## src/rtl/param_fifo.sv

```systemverilog
// Synchronous FIFO with first-word-fall-through output and occupancy count.
// Optional sticky ovf/udf flags enabled by defining PARAM_FIFO_ERR_FLAGS_EN.
module param_fifo #(
  parameter int WIDTH = 64,
  parameter int DEPTH = 8
) (
  input  logic                       clk,
  input  logic                       rst_n,
  input  logic                       clr,
  input  logic                       push,
  input  logic [WIDTH-1:0]           din,
  input  logic                       pop,
  output logic [WIDTH-1:0]           dout,
  output logic                       full,
  output logic                       empty,
`ifdef PARAM_FIFO_ERR_FLAGS_EN
  output logic                       ovf,
  output logic                       udf,
`endif
  output logic [$clog2(DEPTH):0]     count
);

  localparam int AW = $clog2(DEPTH);
  localparam int CW = AW + 1;

  logic [WIDTH-1:0] mem [DEPTH];
  logic [AW-1:0]    wr_ptr;
  logic [AW-1:0]    rd_ptr;
  logic [CW-1:0]    cnt;
  logic             do_push;
  logic             do_pop;

  assign full  = (cnt == CW'(DEPTH));
  assign empty = (cnt == '0);
  assign count = cnt;

  // A pop at full frees a slot, so the same-cycle push is accepted.
  assign do_pop  = pop & ~empty;
  assign do_push = push & (~full | pop);

  assign dout = empty ? '0 : mem[rd_ptr];

  always_ff @(posedge clk) begin
    if (do_push && !clr) begin
      mem[wr_ptr] <= din;
    end
  end

  always_ff @(posedge clk or negedge rst_n) begin
    if (!rst_n) begin
      wr_ptr <= '0;
      rd_ptr <= '0;
      cnt    <= '0;
    end else if (clr) begin
      wr_ptr <= '0;
      rd_ptr <= '0;
      cnt    <= '0;
    end else begin
      if (do_push) begin
        wr_ptr <= wr_ptr + AW'(1);
      end
      if (do_pop) begin
        rd_ptr <= rd_ptr + AW'(1);
      end
      unique case (1'b1)
        do_push & ~do_pop: cnt <= cnt + CW'(1);
        do_pop & ~do_push: cnt <= cnt - CW'(1);
        default: ;
      endcase
    end
  end

`ifdef PARAM_FIFO_ERR_FLAGS_EN
  always_ff @(posedge clk or negedge rst_n) begin
    if (!rst_n) begin
      ovf <= 1'b0;
      udf <= 1'b0;
    end else if (clr) begin
      ovf <= 1'b0;
      udf <= 1'b0;
    end else begin
      if (push && full && !pop) begin
        ovf <= 1'b1;
      end
      if (pop && empty) begin
        udf <= 1'b1;
      end
    end
  end
`endif

endmodule

```

## config.mk

```make
export PLATFORM = sky130hd
export DESIGN_NAME = param_fifo
export DESIGN_NICKNAME = d
export VERILOG_FILES = /design/src/rtl/param_fifo.sv
export SDC_FILE = /design/constraint.sdc
export NUM_CORES = 1
export LEC_CHECK = 0
export ABC_AREA = 1
export CORE_UTILIZATION = 45
export CTS_BUF_LIST = sky130_fd_sc_hd__clkbuf_16
export CTS_CLUSTER_SIZE = 40
export DETAILED_ROUTE_END_ITERATION = 7
export SLEW_MARGIN = 20
export SYNTH_ARGS = -nofsm -noshare
export SYNTH_HDL_FRONTEND = slang
export SYNTH_SLANG_ARGS = --single-unit
```

## constraint.sdc

```tcl
create_clock -name clk -period 5 [get_ports clk]
set_clock_uncertainty 0.15 [all_clocks]
set_input_delay 1 -clock clk [delete_from_list [all_inputs] [get_ports clk]]
set_output_delay 1 -clock clk [all_outputs]
set_load 0.005 [all_outputs]
```

### Word level (Yosys, flattened, before mapping)

Memory sizes are Yosys's and may differ from the RTL's.
Index checks and enable logic that the tools add are counted.

* add/subtract/negate cells: 4
* multiply operators: 0
* divide/modulo/power cells: 0
* order comparisons: 0
* equal/unequal tests: 1
* shift-type cells: 0
* muxes and demuxes: 9
* bitwise gates (word level): 9
* reductions and logical operators: 6

Operators by type and width (count)
* $mux W64: 1
* $mux W3: 4
* $pmux W4 S2: 1
* $add A3 B1 Y3 const B: 2
* $add A4 B1 Y4 const B: 1
* $and A1 B1 Y1: 4
* $eq A4 B4 Y1 const B: 1
* $logic_not A4 Y1: 1
* $mux W4: 1
* $not A1 Y1: 4
* $reduce_bool A2 Y1: 2
* $sub A4 B1 Y4 const B: 1
* $reduce_bool A3 Y1: 1
* $mux W1: 2
* $logic_and A1 B1 Y1: 1
* $logic_not A1 Y1: 1
* $or A1 B1 Y1: 1

* register bits after elaboration: 10
* bits in latches: 0
* bits in writable memories: 512
* ROM bits: 0
* input port bits: 69
* output and inout bits: 70
* logic and storage cells: 33
* memories kept: 1

Memory list
* mem: words 8, width 64, read ports 1, clocked after memory_dff 0, wr ports 1, RTL line 26 `logic [WIDTH-1:0] mem [DEPTH];`

### Logic depth before layout (Yosys ltp)

Gate-level depths: netlist of the first run.

* depth in word-level cells: 8
* depth in mapped cells: 12
* gate-level depth less buffers: 12

### Least setup slack after synthesis of the first run

No wires, ideal clock.

* path kind: input -> register
* start: input port pop
* end: memory mem[0][0] (enable)
* setup time: 0.486 ns
* arrival time: 4.118 ns
* required time: 4.364 ns
* path slack: 0.245 ns
* stages: 6
* path buffers: 0
* cells stage by stage: inv_2 nand4_1 nand2_1 nor2_1 nand2_1 nor2_1

* word-level cells in the longest chain between the ends: 5

RTL lines
* start, declared: RTL line 12 `input logic pop,`
* $or A1 B1 Y1: RTL line 39 `assign do_push = push & (~full | pop);`
* $and A1 B1 Y1: RTL line 39
* $logic_and A1 B1 Y1: RTL line 44 `if (do_push && !clr) begin`
* $mux W1: RTL line 44
* $mux W1 (not written as such): RTL line 45 `mem[wr_ptr] <= din;`
* end, declared: RTL line 26

Every way passes these cells.

### Worst setup path in the final report of the first run

* start: register rd_ptr[0]
* end: output port dout[1]

* word-level cells in the longest chain between the ends: 2

RTL lines
* start, declared: RTL line 28 `logic [AW-1:0] rd_ptr;`
* start signal, assigned: RTL line 63 `rd_ptr <= rd_ptr + AW'(1);`
* $mem_v2 Z8 W64
* $mux W64: RTL line 41 `assign dout = empty ? '0 : mem[rd_ptr];`
* end, declared: RTL line 13 `output logic [WIDTH-1:0] dout,`

Every way passes these cells.

==> flow_summary.ini, run 1 <==
[power]
leakage_nw = 7.898
power_density_nw_per_um2 = 548.2
worst_ir_drop_vdd_mv = 0.3753

[grt]
grtUsageTotal_pct = 20.51
use_met3_pct = 3.256
grt_busiest_layer = met2
grt_max_degree = 175
grt_overflow = 0
grt_pass1_vias = 12420
antenna_found_initial = 2
grt_pass1_wl_mm = 72.97
gr-usage-met2_pct = 33.98
use_met1_pct = 28.04

[timing]
slew_violations = 0
setup_viol = 0
max_slew_margin_pct = 40.84
rsz0062_at_grt = no
finalCritPeriodShare_pct = 86.63
fin_ws_ps = 668.5
hold_violations = 0
tns_ps = 0
max_freq_ghz = 0.2309
max_slew.worst_pin.slew_ps = 887.5
min_period_ps = 4331

[floorplanning]
coreArea_um2 = 44610
fp.dieH_um = 215.4
ios = 139
initial_core_util_pct = 45.93
die_x_um = 215.4
dieArea_um2 = 46390
rows = 77

[synth]
yosysSeqAreaShare_pct = 76.26
synth.area.top_cells = edfxtp_1, nor2_1, o21ai_0
synth_area_per_cell_um2 = 13.24
synth_top_cell_area_share_pct = 75.04
syn_area_um2 = 20490
ys_ff_latch = 522
postSynthNetCount = 1621
synth.distinct_cells = 28
async_reset_ff_share_pct = 1.916
synth_area_leader_cell = edfxtp_1
synth_edf_count = 512
synth_flop_cell = edfxtp_1
ys_warn_count = 0
syn_inst = 1548

[job]
maxCapViolations = 0

[layout]
fillers = 3780
final_cell_mix = edfxtp_1, nor2_1, o21ai_0
area_delta_synth_final_pct = 17.67
fin_nets = 1740
layout-drive-gt1-share_pct = 6.897
final_common_cell = edfxtp_1
n_antenna_cell = 0
final_util_pct = 54.05

[critical_path]
cp_top_family = buffers and inverters
max_stage_delay_ps = 580
cp.required_ps = 3850
path_max_fanout = 65
start_kind = flop
cp_cell_sequence = inv_6, buf_12, o21ai_0, o22ai_1, o21ai_1, a31oi_1, clkdlybuf4s50_1
cp-end-kind = output port
arrival_ps = 3180
critPathKind = flop to output port
cp_num_buf_inv = 3
worst_path_max_delay_cell = clkdlybuf4s50_1

[placement]
io_buffers = 138
globalplace.congestion = 0.7567
dp_hpwl_mm = 24.29
dp_slack_ps = 1288

[drt]
drt_first_pass_iters = 5
routed_wl_mm = 47.09
route.detailed.drc = 0
wire_per_inst_um = 20.45
drtIter0Drc = 1008
ant_nets = 0
via_per_inst = 5.464
via_count = 12580

[cts]
cts_setup_buffers = 0
ctsResizeCount = 0
clock_latency_ps = 590
cts_tree = done
cts_root_buf = clkbuf_16
htreeDepth = 2
clock_path_buffers = 3
cts.sink_count = 522
cts_hold_buf = 0
cts_buffers = 53
clk_pin_slew_ps = 60

[min_path]
holdCritPathClass = flop to flop

[outcome]
status = completed
[where the power goes]
group	internal (mW)	leakage, nW	total, mW	switching, mW
registers	4.91	4.76	4.97	0.0537
clock network	2.03	0.850	3.61	1.58
logic	1.90	2.29	4.64	2.74
[tightest hold or removal path, delay by kind of cell, from the launching register on]
| kind | cells | cell delay (ps) |
|---|---|---|
| flops | 1 | 400 |
| buf+inv | 1 | 80 |
| compound gates | 1 | 70 |
[layout make-up]
type	count	area (um^2)	share of cell area, %
Clock buffer	55	1376	5.709
Clock inverter	44	216.5	0.8978
Inverter	21	88.84	0.3685
Multi-Input combinational cell	900	4253	17.64
Sequential cell	522	15630	64.84
Tap cell	592	740.7	3.072
Timing Repair Buffer	169	1802	7.473
[worst paths after layout]
path / from / end / slack, ps / depth (start not counted)
min in group asynchronous: rst_n / count[1] / 580 / 1
hold / removal: wr_ptr[0] / wr_ptr[0] / 440 / 2
max in group asynchronous: rst_n / rd_ptr[1] / 3740 / 1
setup reg to reg: count[0] / mem[1][29] / 2370 / 7
hold reg to reg: wr_ptr[0] / wr_ptr[0] / 440 / 2
setup / recovery: rd_ptr[0] / dout[1] / 670 / 7
[state kept, by name, indices dropped and copies added, names as in the netlist]
| register | cells |
|---|---|
| wr_ptr | 3 |
| count | 4 |
| rd_ptr | 3 |
| mem | 512 |
[kinds of logic (layout without fill, tap and decap cells)]
family / count (synthesis) / after routing / synth area share, %
adder cells (fa/ha/maj): 4 / 4 / 0.2443
buffers and inverters: 126 / 289 / 3.291
AO/OA/AOI/OAI: 460 / 460 / 12.06
AND/OR/NAND/NOR: 435 / 435 / 8.103
flip-flops: 522 / 522 / 76.26
XOR/XNOR: 1 / 1 / 0.04275
[stage by stage]
| step | cells | instance area [um^2] | power (mW) | hold slack, ps |
|---|---|---|---|---|
| after floorplan | 1548 | 20490 | 7.788 | 387.2 |
| after global placement | 2204 | 22520 | 9.716 | 418.8 |
| after detailed placement | 2204 | 22520 | 9.741 | 425.2 |
| after CTS | 2303 | 24110 | 13.36 | 435.7 |
| after global routing | 2303 | 24110 | 13.97 | 478.2 |
| final | 2303 | 24110 | 13.22 | 442.6 |
[per-layer routing]
layer  share of wire (%)  up-vias  wire, um
li1                    -     5955         -
met1                  45     6260     21060
met2                  49      307     22890
met3                 4.8       58      2252
met4                 1.8        4       870
met5               0.045        -        21
[cells in the mapped netlist (2+ instances only)]
cell        n
o22ai_1    64
o21ai_1   116
nand4_1     3
buf_6      15
nand2_1    24
buf_4      15
edfxtp_1  512
dfrtp_1    10
inv_2       4
nand3_1     5
clkbuf_1   45
inv_1      17
buf_2      17
buf_1      12
nor2_1    399
o21ai_0   211
a21oi_1     2
a31oi_1    64
ha_1        4
(Power assumes the default switching activity.)
==> inputs of run 2 (changes only) <==
ABC_AREA = not set   (was 1)
==> run 2 against run 1 <==
Critical path depth decreased by 1. Core utilization increased by 0.73 points. Setup slack improved by 16 ps. Area after synthesis decreased by 2.0%. Power decreased by 15%. Sequential share of layout area decreased by 0.15 points. Global-route usage decreased by 2.1 points. Critical path type unchanged. Largest power group unchanged.
==> flow_summary.ini, run 2 <==
[outcome]
status = completed

[placement]
dp_cells = 1601
io_buffers = 138
postPlaceCellArea_um2 = 22440
dp_hpwl_mm = 21.57
globalplace.congestion = 0.7635

[cts]
cts_setup_buffers = 0
clock_latency_ps = 570
cts.sink_count = 522
htreeDepth = 2
cts_tree = done
clock_path_buffers = 3
cts_hold_buf = 0
cts_buffers = 54
ctsResizeCount = 0
clk_pin_slew_ps = 60
cts_root_buf = clkbuf_16

[layout]
largest-register = mem
final_cell_area_um2 = 24170
layout-drive-gt1-share_pct = 22.34
layoutNonFillerInstCount = 1703
largest_reg_flops = 512
fillers = 3439
area_delta_synth_final_pct = 20.37
final_cell_mix = edfxtp_1, clkdlybuf4s50_1, mux4_2
final_common_cell = edfxtp_1
fin_nets = 1138

[grt]
grt_pass1_vias = 9809
grt_max_degree = 65
antenna_found_initial = 1
grt_pass1_wl_mm = 61.13
grtUsageTotal_pct = 18.44
grt_overflow = 0

[power]
total_power_mw = 11.23
leakage_nw = 7.413
worst_ir_drop_vdd_mv = 0.2916
power_density_nw_per_um2 = 464.4

[job]
maxCapViolations = 0

[critical_path]
r2r-start = count[1]
r2r_end = mem[4][4]
arrival_ps = 3170
start_kind = flop
cp-end-kind = output port
critPathKind = flop to output port
path_max_fanout = 25
r2r_slack_ps = 2110
rr_worst_depth = 5
cp.required_ps = 3850

[synth]
ys_ff_latch = 522
syn_inst = 893
synth.area.top_cells = edfxtp_1, mux4_2, mux2i_1
synth_edf_count = 512
synth_common_cells = edfxtp_1, mux4_2, nor2_1
postSynthNetCount = 966
syn_area_um2 = 20080
async_reset_ff_share_pct = 1.916
synth.distinct_cells = 38
yosysSeqAreaShare_pct = 77.81
synth_area_per_cell_um2 = 22.49
synth_area_leader_cell = edfxtp_1
synth_flop_cell = edfxtp_1
synth.most_common_cell = edfxtp_1
ys_warn_count = 0
synth_top_cell_area_share_pct = 76.57

[drt]
drtIter0Drc = 614
routed_wl_mm = 40.38
route.detailed.drc = 0
drt_first_pass_iters = 4
via_count = 9199
via_per_inst = 5.402
wire_per_inst_um = 23.71
ant_nets = 0

[floorplanning]
rows = 77
fp.dieH_um = 213.2
die_x_um = 213.2
ios = 139
initial_core_util_pct = 45.51
dieArea_um2 = 45470
coreArea_um2 = 44120

[timing]
rsz0062_at_grt = no
slew_violations = 0
setup_viol = 0
max_slew.worst_pin.slew_ps = 844.1
max_slew_margin_pct = 43.13
min_period_ps = 4316
hold_violations = 0
tns_ps = 0
max_freq_ghz = 0.2317
finalCritPeriodShare_pct = 86.32

[min_path]
hold_depth = 2
hold_start = wr_ptr[1]
holdCritPathClass = flop to flop
min_to = wr_ptr[1]
## run 2: worst max-delay path by stage
stage                   from          to  slack [ps]  cells past startpoint
floorplan               push   mem[2][0]        -590                      4
global placement    count[1]     dout[4]        1280                      6
detailed placement       clr  mem[7][43]        1260                      5
CTS                 count[1]    dout[21]         630                      6
global route        count[1]    dout[16]         510                      6
finish              count[1]     dout[7]         680                      6
## run 2: critical path: stages (launching register included)
cell             delay [ps]
dfrtp_1                 510
or3_4                   480
nor2_4                  550
buf_12                  280
buf_12                  190
nor2_1                   60
clkdlybuf4s50_1         460
## run 2: through the flow
stage               setup slack (ps)  util (%)  hold slack (ps)
CTS                            629.4     54.77            546.0
finish                         684.0     54.78            550.6
global placement                1284     50.86            537.0
detailed placement              1259     50.86            537.9
global route                   511.4     54.78            580.6
floorplan                     -591.4         -            452.1
## run 2: report_power, final
group          internal, mW  switching (mW)
Combinational          1.30            1.05
Clock                  2.25            1.60
Sequential             4.92           0.102
## run 2: kinds of logic (layout without fill, tap and decap cells)
family / Yosys count / in the layout / synth area share (%)
flops: 522 / 522 / 77.81
mux: 195 / 195 / 17.70
simple gates: 99 / 99 / 2.087
buf+inv: 51 / 268 / 1.209
compound gates: 14 / 14 / 0.5920
xor+xnor: 8 / 8 / 0.3489
fa+ha+maj: 4 / 4 / 0.2492
other cells: 0 / 1 / 0
## run 2: cell type report
cell class                 count  area (um^2)  area share, %
clock inverter                44        300.3          1.242
multi-input combinational    320         4305          17.81
antenna                        1        2.502        0.01035
inverter                       4        15.01        0.06212
clock buffer                  57         1426          5.901
tap                          592        740.7          3.064
sequential                   522        15640          64.69
timing repair buffer         163         1744          7.216
## run 2: layer usage
layer / part of all wire [%] / GRT usage, %
met2: 51 / 31.38
met5: 0 / 0
met1: 43 / 24.60
met3: 3.6 / 2.971
met4: 2.2 / 5.394
==> inputs of run 3 (changes only) <==
CORE_UTILIZATION = 42   (was 45)
==> run 3 against run 2 <==
The flow now finishes with violations (design-rule violations). Sequential cell count is the same. Die area grew 7.1%. Global-route usage shrank 1.2 points. Clock-buffer cell count is the same. Critical path depth shrank 1. Critical path type unchanged. Register-to-register slack lost 40 ps. Power shrank 0.91%. Sequential power is essentially flat. Non-clock buffer count grew 6. Sequential share of layout area grew 0.15 points. Final cell count grew 1.2%. Via count shrank 0.26%.
==> flow_summary.ini, run 3 (same netlist as run 2, synthesis figures left out) <==
[critical_path]
path_max_fanout = 38
cp.required_ps = 3850
start_kind = flop
critPathKind = flop to output port
arrival_ps = 2960
cp-end-kind = output port

[placement]
dp_slack_ps = 1215
dp_hpwl_mm = 23.14
globalplace.congestion = 0.7827
dp_cells = 1622
io_buffers = 138

[layout]
layoutNonFillerInstCount = 1723
final_cell_mix = edfxtp_1, clkdlybuf4s50_1, mux4_2
area_delta_synth_final_pct = 20.09
largest_reg_flops = 512
final_common_cell = edfxtp_1
layout-drive-gt1-share_pct = 22.96
final_util_pct = 51.47
largest-register = mem
fin_nets = 1144

[cts]
cts_tree = done
htreeDepth = 2
cts.sink_count = 522
clk_pin_slew_ps = 60
cts_hold_buf = 0
clock_path_buffers = 3
cts_setup_buffers = 0
cts_buffers = 54
cts_root_buf = clkbuf_16
ctsResizeCount = 0
clock_latency_ps = 570

[floorplanning]
coreArea_um2 = 46850
initial_core_util_pct = 42.86
fp.dieH_um = 220.7
die_x_um = 220.7
dieArea_um2 = 48690
rows = 79
ios = 139

[timing]
fin_hold_ws_ps = 567.3
max_slew_margin_pct = 43.57
rsz0062_at_grt = no
min_period_ps = 4114
fin_ws_ps = 886.4
finalCritPeriodShare_pct = 82.27
hold_violations = 0
max_freq_ghz = 0.2431
slew_violations = 0
setup_viol = 0
max_slew.worst_pin.slew_ps = 837.6

[drt]
wire_per_inst_um = 23.53
ant_nets = 0
via_count = 9175
route.detailed.drc = 8
routed_wl_mm = 40.54
via_per_inst = 5.325
drt_first_pass_iters = 6
drtIter0Drc = 635

[grt]
grt_pass1_vias = 9893
grt_max_degree = 65
grt_overflow = 0
antenna_found_initial = 4
grtUsageTotal_pct = 17.20
grt_pass1_wl_mm = 61.14

[power]
worst_ir_drop_vdd_mv = 0.2831
power_density_nw_per_um2 = 461.3
leakage_nw = 7.431

[outcome]
status = finished, violations left
failed_checks = design-rule violations

[job]
maxCapViolations = 0

[min_path]
holdCritPathClass = flop to flop
run 3: per-layer routing:
metal	global-route usage, %	vias up	wire (um)
met4	4.201	6	759
li1	-	4071	-
met5	0	-	36
met2	29.26	201	20550
met1	23.17	4837	17490
met3	2.845	60	1702
run 3: worst paths after layout:
kind / start / end / slack (ps) / depth (start not counted)
max in group asynchronous: rst_n / rd_ptr[0] / 3730 / 1
hold reg to reg: wr_ptr[1] / wr_ptr[1] / 570 / 2
hold / removal: wr_ptr[1] / wr_ptr[1] / 570 / 2
setup reg to reg: count[1] / mem[0][8] / 2070 / 5
min in group asynchronous: rst_n / count[1] / 600 / 1
setup / recovery: rd_ptr[1] / dout[7] / 890 / 5
run 3: critical path: stages (launching register included):
cell,delay (ps)
dfrtp_4,830
buf_4,400
mux4_2,350
mux2i_1,270
nor2_1,70
clkdlybuf4s50_1,460
run 3: where the power goes:
part / internal [mW] / leakage [nW] / switching, mW / total (mW)
Sequential: 4.92 / 4.75 / 0.104 / 5.03
Clock: 2.21 / 0.885 / 1.60 / 3.80
Combinational: 1.25 / 1.79 / 1.05 / 2.29
run 3: final cells by class:
type | instances | area [um^2]
inverter | 4 | 15.01
sequential | 522 | 15640
antenna | 1 | 2.502
clock buffer | 57 | 1426
clock inverter | 43 | 281.5
tap | 607 | 759.5
fill | 3773 | 22740
multi-input combinational | 320 | 4305
timing repair buffer | 169 | 1689
run 3: stage by stage:
stage | area [um^2] | power [mW] | setup TNS, ps
6_report | 24120 | 11.12 | 0
5_1_grt | 24120 | 11.59 | 0
4_1_cts | 24110 | 11.29 | 0
3_5_place_dp | 22410 | 7.482 | 0
3_3_place_gp | 22410 | 7.475 | 0
2_1_floorplan | 20110 | 6.323 | -106350
